$ cat src/rtl/program_loader.sv
// program_loader: boot-time byte-stream loader that fills A09 CPU memory from address 0
// and holds the CPU in reset until the image is in. Define PROGRAM_LOADER_CHECKSUM_EN for a trailing checksum word.
module program_loader #(
  parameter int DataWidth = 16,
  parameter int AddrWidth = 8
) (
  input  logic                 Clk,
  input  logic                 Reset,
  input  logic                 Start,
  input  logic [7:0]           Rx_Data,
  input  logic                 Rx_Valid,
  output logic                 Rx_Ready,
  output logic [AddrWidth-1:0] Mem_Addr,
  output logic [DataWidth-1:0] Mem_DOut,
  output logic                 Mem_Wr,
  output logic                 Mem_En,
  output logic                 CPU_Reset,
  output logic                 Busy,
  output logic                 Error
);

  localparam int unsigned BPW = DataWidth / 8;
  localparam int unsigned BCW = (BPW > 1) ? $clog2(BPW) : 1;
  localparam int unsigned LW  = (DataWidth > AddrWidth + 1) ? DataWidth : AddrWidth + 1;

  localparam logic [BCW-1:0]     LAST_BYTE = BCW'(BPW - 1);
  localparam logic [BCW-1:0]     BYTE_ONE  = BCW'(1);
  localparam logic [LW-1:0]      MAX_LEN   = LW'(1) << AddrWidth;
  localparam logic [AddrWidth:0] CNT_ONE   = (AddrWidth + 1)'(1);
  localparam logic [AddrWidth-1:0] ADDR_ONE = AddrWidth'(1);

`ifdef PROGRAM_LOADER_CHECKSUM_EN
  localparam bit CK_EN = 1'b1;
`else
  localparam bit CK_EN = 1'b0;
`endif

  typedef enum logic [2:0] {
    S_IDLE,
    S_LEN,
    S_DATA,
    S_WRITE,
    S_DONE,
    S_ERROR
`ifdef PROGRAM_LOADER_CHECKSUM_EN
    , S_CHECK
`endif
  } state_t;

  // State that follows the last image word (or a zero-length header).
`ifdef PROGRAM_LOADER_CHECKSUM_EN
  localparam state_t S_AFTER_IMAGE = S_CHECK;
`else
  localparam state_t S_AFTER_IMAGE = S_DONE;
`endif

  state_t               state;
  logic [BCW-1:0]       byte_cnt;
  logic [DataWidth-1:0] word_q;
  logic [DataWidth-1:0] word_next;
  logic [AddrWidth:0]   len_q;
  logic [AddrWidth:0]   word_cnt;
  logic [AddrWidth:0]   word_cnt_next;
  logic [LW-1:0]        len_word;
  logic                 accept;
  logic                 last_byte;
  logic                 start_ok;
`ifdef PROGRAM_LOADER_CHECKSUM_EN
  logic [DataWidth-1:0] sum_q;
  logic [DataWidth-1:0] sum_chk;
`endif

  always_comb begin
    accept        = Rx_Valid && Rx_Ready;
    last_byte     = accept && (byte_cnt == LAST_BYTE);
    // Big-endian assembly: earlier bytes shift toward the MSBs.
    word_next     = (word_q << 8) | DataWidth'(Rx_Data);
    len_word      = LW'(word_next);
    word_cnt_next = word_cnt + CNT_ONE;
    start_ok      = Start && ((state == S_IDLE) || (state == S_DONE) || (state == S_ERROR));
`ifdef PROGRAM_LOADER_CHECKSUM_EN
    sum_chk       = sum_q + word_next;
`endif
  end

  always_ff @(posedge Clk) begin
    if (Reset) begin
      state     <= S_IDLE;
      byte_cnt  <= '0;
      word_q    <= '0;
      len_q     <= '0;
      word_cnt  <= '0;
      Mem_Addr  <= '0;
      Mem_DOut  <= '0;
      Mem_Wr    <= 1'b0;
      Mem_En    <= 1'b0;
      Rx_Ready  <= 1'b0;
      CPU_Reset <= 1'b1;
      Busy      <= 1'b0;
      Error     <= 1'b0;
`ifdef PROGRAM_LOADER_CHECKSUM_EN
      sum_q     <= '0;
`endif
    end else begin
      if (accept) begin
        word_q   <= word_next;
        byte_cnt <= last_byte ? '0 : byte_cnt + BYTE_ONE;
      end

      if (start_ok) begin
        state     <= S_LEN;
        Rx_Ready  <= 1'b1;
        Busy      <= 1'b1;
        Error     <= 1'b0;
        CPU_Reset <= 1'b1;
        byte_cnt  <= '0;
        word_cnt  <= '0;
        Mem_Addr  <= '0;
`ifdef PROGRAM_LOADER_CHECKSUM_EN
        sum_q     <= '0;
`endif
      end else begin
        case (state)
          S_IDLE: ;

          S_LEN: begin
            if (last_byte) begin
              len_q    <= len_word[AddrWidth:0];
              word_cnt <= '0;
              Mem_Addr <= '0;
`ifdef PROGRAM_LOADER_CHECKSUM_EN
              sum_q    <= word_next;
`endif
              if (len_word == '0) begin
                state    <= S_AFTER_IMAGE;
                Rx_Ready <= CK_EN;
                Busy     <= CK_EN;
              end else if (len_word > MAX_LEN) begin
                state    <= S_ERROR;
                Rx_Ready <= 1'b0;
                Busy     <= 1'b0;
                Error    <= 1'b1;
              end else begin
                state    <= S_DATA;
              end
            end
          end

          S_DATA: begin
            if (last_byte) begin
              state    <= S_WRITE;
              Rx_Ready <= 1'b0;
              Mem_Wr   <= 1'b1;
              Mem_En   <= 1'b1;
              Mem_DOut <= word_next;
`ifdef PROGRAM_LOADER_CHECKSUM_EN
              sum_q    <= sum_q + word_next;
`endif
            end
          end

          S_WRITE: begin
            Mem_Wr   <= 1'b0;
            Mem_En   <= 1'b0;
            Mem_DOut <= '0;
            // A full 2^AddrWidth image wraps the address back to 0 here; that is harmless.
            Mem_Addr <= Mem_Addr + ADDR_ONE;
            word_cnt <= word_cnt_next;
            if (word_cnt_next == len_q) begin
              state    <= S_AFTER_IMAGE;
              Rx_Ready <= CK_EN;
              Busy     <= CK_EN;
            end else begin
              state    <= S_DATA;
              Rx_Ready <= 1'b1;
            end
          end

`ifdef PROGRAM_LOADER_CHECKSUM_EN
          S_CHECK: begin
            if (last_byte) begin
              Rx_Ready <= 1'b0;
              Busy     <= 1'b0;
              if (sum_chk == '0) begin
                state <= S_DONE;
              end else begin
                state <= S_ERROR;
                Error <= 1'b1;
              end
            end
          end
`endif

          S_DONE: CPU_Reset <= 1'b0;

          S_ERROR: ;

          default: begin
            state    <= S_IDLE;
            Rx_Ready <= 1'b0;
            Busy     <= 1'b0;
          end
        endcase
      end
    end
  end

endmodule

$ cat config.mk
export PLATFORM = sky130hd
export DESIGN_NAME = program_loader
export DESIGN_NICKNAME = d
export VERILOG_FILES = /design/src/rtl/program_loader.sv
export SDC_FILE = /design/constraint.sdc
export NUM_CORES = 1
export LEC_CHECK = 0
export CAP_MARGIN = 20
export CELL_PAD_IN_SITES_DETAIL_PLACEMENT = 0
export CELL_PAD_IN_SITES_GLOBAL_PLACEMENT = 2
export CORE_UTILIZATION = 31
export CTS_CLUSTER_DIAMETER = 50
export CTS_CLUSTER_SIZE = 20
export DETAILED_ROUTE_END_ITERATION = 12
export PLACE_DENSITY = 0.8
export SLEW_MARGIN = 10
export SYNTH_ARGS = -nofsm -noshare
export SYNTH_HDL_FRONTEND = slang
export SYNTH_SLANG_ARGS = --single-unit
export TNS_END_PERCENT = 20
$ cat constraint.sdc
create_clock -name Clk -period 2.7 [get_ports Clk]
set_input_delay 0.81 -clock Clk [delete_from_list [all_inputs] [get_ports Clk]]
set_output_delay 0.81 -clock Clk [all_outputs]
set_load 0.02 [all_outputs]
# Word level (Yosys, flattened, before mapping)
# Cells that the tools add are included.
# Widths: inputs -> output; s select.
# totals
regBits,59
inputBits,12
out_inout_bits,30
elab_cells,81
# op_classes
add_sub_neg,3
n_lt_le_gt_ge,1
n_eq_ne,14
n_mux,26
n_bitwise,4
reduce_logical,20
# op_table
operator,count
$pmux 16 s2,1
$pmux 9 s2,1
$gt 16x9->1 const B,1
$logic_not 16->1,1
$mux 16,1
$or 16x8->16,1
$pmux 8 s2,1
$mux 3,5
$pmux 3 s4,1
$reduce_and 3->1,4
$reduce_and 4->1,3
$mux 1,11
$add 9x1->9 const B,1
$eq 9x9->1,1
$mux 9,1
$ne 3x3->1 const B,3
$add 8x1->8 const B,1
$mux 8,1
$eq 3x2->1 const B,2
$eq 3x3->1 const B,2
$ne 2x1->1 const B,2
$ne 2x2->1 const B,2
$ne 4x4->1 const B,1
$pmux 1 s4,1
13 further kinds,19

# Logic depth before layout (Yosys ltp)
# Gate-level depths: netlist of run 1.
# depth
word_depth,7
depth_mapped,8
mapped_depth_nobuf,7

# Worst setup path before layout of run 1
# Ideal clock, no wire load.
# synth_timing
path_kind,in2reg
from,input port Rx_Data[4]
to,register state[2]
arrival_time_ps,2098
required_time_ps,2561
path_slack_ps,463
path_stages,5
n_path_buf,0
cell_sequence,or4_4 o21a_1 or3_1 a21oi_1 o32ai_1
# synth_between
elab_chain_cells,6
elab_cells_between_ends,7
cone_classes,order compare (1); mux (4); bitwise (1); reduce/logical (1)
# synth_rtl
element,line_no,rtl
"start, declared",10,"input logic [7:0] Rx_Data,"
$or 16x8->16 (*),77,word_next = (word_q << 8) | DataWidth'(Rx_Data);
$gt 16x9->1,138,end else if (len_word > MAX_LEN) begin
$mux 3,138,
$mux 3 (*),134,if (len_word == '0) begin
$mux 3 (*),127,if (last_byte) begin
$pmux 3 s4 (*),123,case (state)
"end signal, assigned",135,state <= S_AFTER_IMAGE;
"end signal, assigned",139,state <= S_ERROR;
"end signal, assigned",144,state <= S_DATA;
"end, declared",57,state_t state;
# Every way passes the cells marked *; elsewhere a longest branch is shown, timed or not. The select of a mux whose other input is x is not followed.
# A chain may end at the register's enable or synchronous reset.

# Final worst setup path of run 1
# layout_timing
from,input port Rx_Data[6]
to,register state[2]
# Same word-level chain as after synthesis.

==> results.txt, run 1 <==
Cell taking the most area after synthesis -> dfxtp_1
Wire length per cell -> 15.1 µm
Max Cap Viol -> 0
CTS tree -> done
Boundary Pins -> 42
HPWL reported at the end of detailed placement -> 5150 µm
Leading cell types in the layout, fill and taps excluded -> dfxtp_1 (59), nor2_1 (49), nand2_1 (46), clkdlybuf4s50_1 (41), a21oi_1 (38)
Vias/cell -> 5.05
Post-CTS Hold Buffers -> 0
Core ar. -> 8340 µm²
H-Tree Depth -> 3
Number of synthesized register bits -> 59
Ys async rst share -> 0%
Outcome -> completed
Max Clock Freq -> 0.409 GHz
TritonCTS Sinks -> 59
Sequential fraction of the synthesis area -> 43.5%
P&R area growth vs syn -> 30.0%
DIE HEIGHT -> 95.6 µm
Leak pwr -> 1.24 nW
CP max stage cell -> or4_4
Largest net degree at the start of global routing -> 38
Total Nets Final -> 393
Initial antenna violation count -> 0
Row cnt -> 33
WS Path Type -> in -> reg
Die X -> 95.6 µm
Clock Tree Buf Depth -> 2
TNS Setup -> 0 ns
Num CTS Buffers -> 9
First-pass GRT wire length -> 12200 µm
Power density of the placed cells -> 574 nW/µm²
First-pass iteration count of the detailed router -> 4
Vias in the first global route -> 2379
Setup violations, final -> 0
RSZ-0062 raised after global routing -> no
Max-slew violations -> 0
Slew headroom -> 54.2%
Detailed Route WL -> 7370 µm
Peak supply drop -> 0.000254 V
CP required -> 2.89 ns
Yosys cell types -> 56
PortBufs -> 41
Initial DRC count -> 125
Ys flop type -> dfxtp_1
Synth top area share -> 43.5%
Routed vias -> 2469
Post-CTS Setup Inserts -> 0
Share of layout cells above drive strength 1 -> 12.5%
Average cell area after synthesis -> 8.18 µm²
Routed Antenna Nets -> 0
Gr usage total -> 17.5%
Fin Hold WS -> 0.467 ns
Fin Clk Skew -> 0.00782 ns
Clk root buf -> clkbuf_8
Final hold violations -> 0
Yosys Warn Count -> 0
Grt total ovfl -> 0
Leading cell type in the layout, fill and taps excluded -> dfxtp_1
Worst-path clk slew -> 0.07 ns
Mapped Nets -> 346
Die Area -> 9140 µm²
Crit path largest cell delay -> 0.53 ns
Mapped Area -> 2720 µm²
Ant. Diodes -> 0
CP endpoint kind -> register
Initial Util -> 32.6%
Post_cts resized -> 0
CP Max Fanout -> 3
Crit path DAT -> 2.64 ns
Syn Inst Count -> 332
Worst skew pair latency -> 0.33 ns
Final worst-path cycle share -> 90.6%
EDFF count, synth -> 0
Slew @ Worst Pin -> 0.687 ns
Crit-path cells -> clkdlybuf4s50_1 > or4_4 > o21a_1 > or3_1 > a21oi_1 > o32ai_1
Ranking of synthesized cells by area -> dfxtp_1 (44%), a21oi_1 (7.0%), nor2_1 (6.8%)
Drt drc -> 0
Worst Hold Class -> reg -> reg
CP startpoint kind -> primary input
Period minus WS final -> 2.45 ns
Fill count -> 864
Overall Power -> 2.03 mW
GPL Wtd Cong -> 0.779
==> power by group <==
part | internal (mW) | total, mW | switching (mW) | leakage (nW)
sequential | 0.880 | 0.892 | 0.0116 | 0.476
clock | 0.640 | 1.01 | 0.370 | 0.126
combinational | 0.0536 | 0.123 | 0.0695 | 0.637
total | 1.57 | 2.03 | 0.451 | 1.24
==> stage by stage <==
step	cell area (µm²)	setup slack [ns]	instances	utilization, %
2_1_floorplan	2720	0.463	332	-
3_3_place_gp	3280	-0.0827	473	39.3
4_1_cts	3530	0.259	489	42.3
5_1_grt	3530	0.147	489	42.3
3_5_place_dp	3280	-0.0990	473	39.3
6_report	3530	0.253	489	42.3
==> per-layer routing <==
layer | share of wire [%] | up-vias | GRT usage (%)
met5 | 0 | - | 0
met3 | 2.9 | 11 | 2.71
met2 | 44 | 38 | 25.2
li1 | - | 1264 | -
met4 | 1.8 | 0 | 6.72
met1 | 51 | 1156 | 25.9
==> critical path, delay by kind of cell <==
family / cells / cell delay (ns)
buffers and inverters: 1 / 0.48
AND/OR/NAND/NOR: 2 / 0.86
AO/OA/AOI/OAI: 3 / 0.50
==> registers in the layout, indices dropped and copies added (netlist names) <==
register	cells
CPU_Reset	1
word_q	8
state	3
byte_cnt	1
len_q	9
Error	1
Rx_Ready	1
word_cnt	9
Mem_DOut	16
Busy	1
Mem_Addr	8
Mem_En	1
==> path summary, 6_finish.rpt <==
kind | startpoint | end | slack [ns] | depth (start not counted)
max | Rx_Data[6] | state[2]$_SDFFE_PP0P_ | 0.25 | 6
min | CPU_Reset$_SDFFE_PP1N_ | CPU_Reset$_SDFFE_PP1N_ | 0.47 | 2
min reg2reg | CPU_Reset$_SDFFE_PP1N_ | CPU_Reset$_SDFFE_PP1N_ | 0.47 | 2
max reg2reg | word_cnt[4]$_SDFFE_PP0P_ | Rx_Ready$_SDFFE_PP0P_ | 0.54 | 6
==> final cells by class <==
class	instances	area, µm²	share of cell area (%)
inverter	4	15.0	0.425
tap	105	131	3.72
timing repair buffer	58	538	15.2
sequential	59	1180	33.5
clock buffer	10	138	3.90
clock inverter	6	113	3.19
multi-input combinational	247	1410	40.1
==> cells by family after synthesis <==
kind of cell | count (synthesis) | share of synthesized area (%)
adders and majority gates | 2 | 0.922
muxes | 3 | 1.15
buffers and inverters | 26 | 4.42
AOI/OAI and AO/OA | 82 | 18.5
and+or+nand+nor | 150 | 27.8
DFF | 59 | 43.5
xor gates and xnor gates | 10 | 3.73
==> cells in the mapped netlist (all sizes together), types with 3 or more instances <==
| cell type | instances |
|---|---|
| and3 | 4 |
| or3 | 4 |
| nand2 | 46 |
| a2bb2oi | 3 |
| nor2b | 3 |
| o21ai | 13 |
| nor3 | 8 |
| xnor2 | 4 |
| clkbuf | 10 |
| buf | 12 |
| nor2 | 49 |
| dfxtp | 59 |
| nand4 | 5 |
| inv | 4 |
| xor2 | 5 |
| or4 | 4 |
| a21oi | 38 |
| a22oi | 16 |
| nand3 | 10 |
Power figures use the tool's default switching activity.
==> run 2, diff against run 1 <==
Settings changed: CAP_MARGIN 20 to 15.
==> results of run 2 <==
Same layout as run 1: the final DEF is identical, and so are final timing and power.
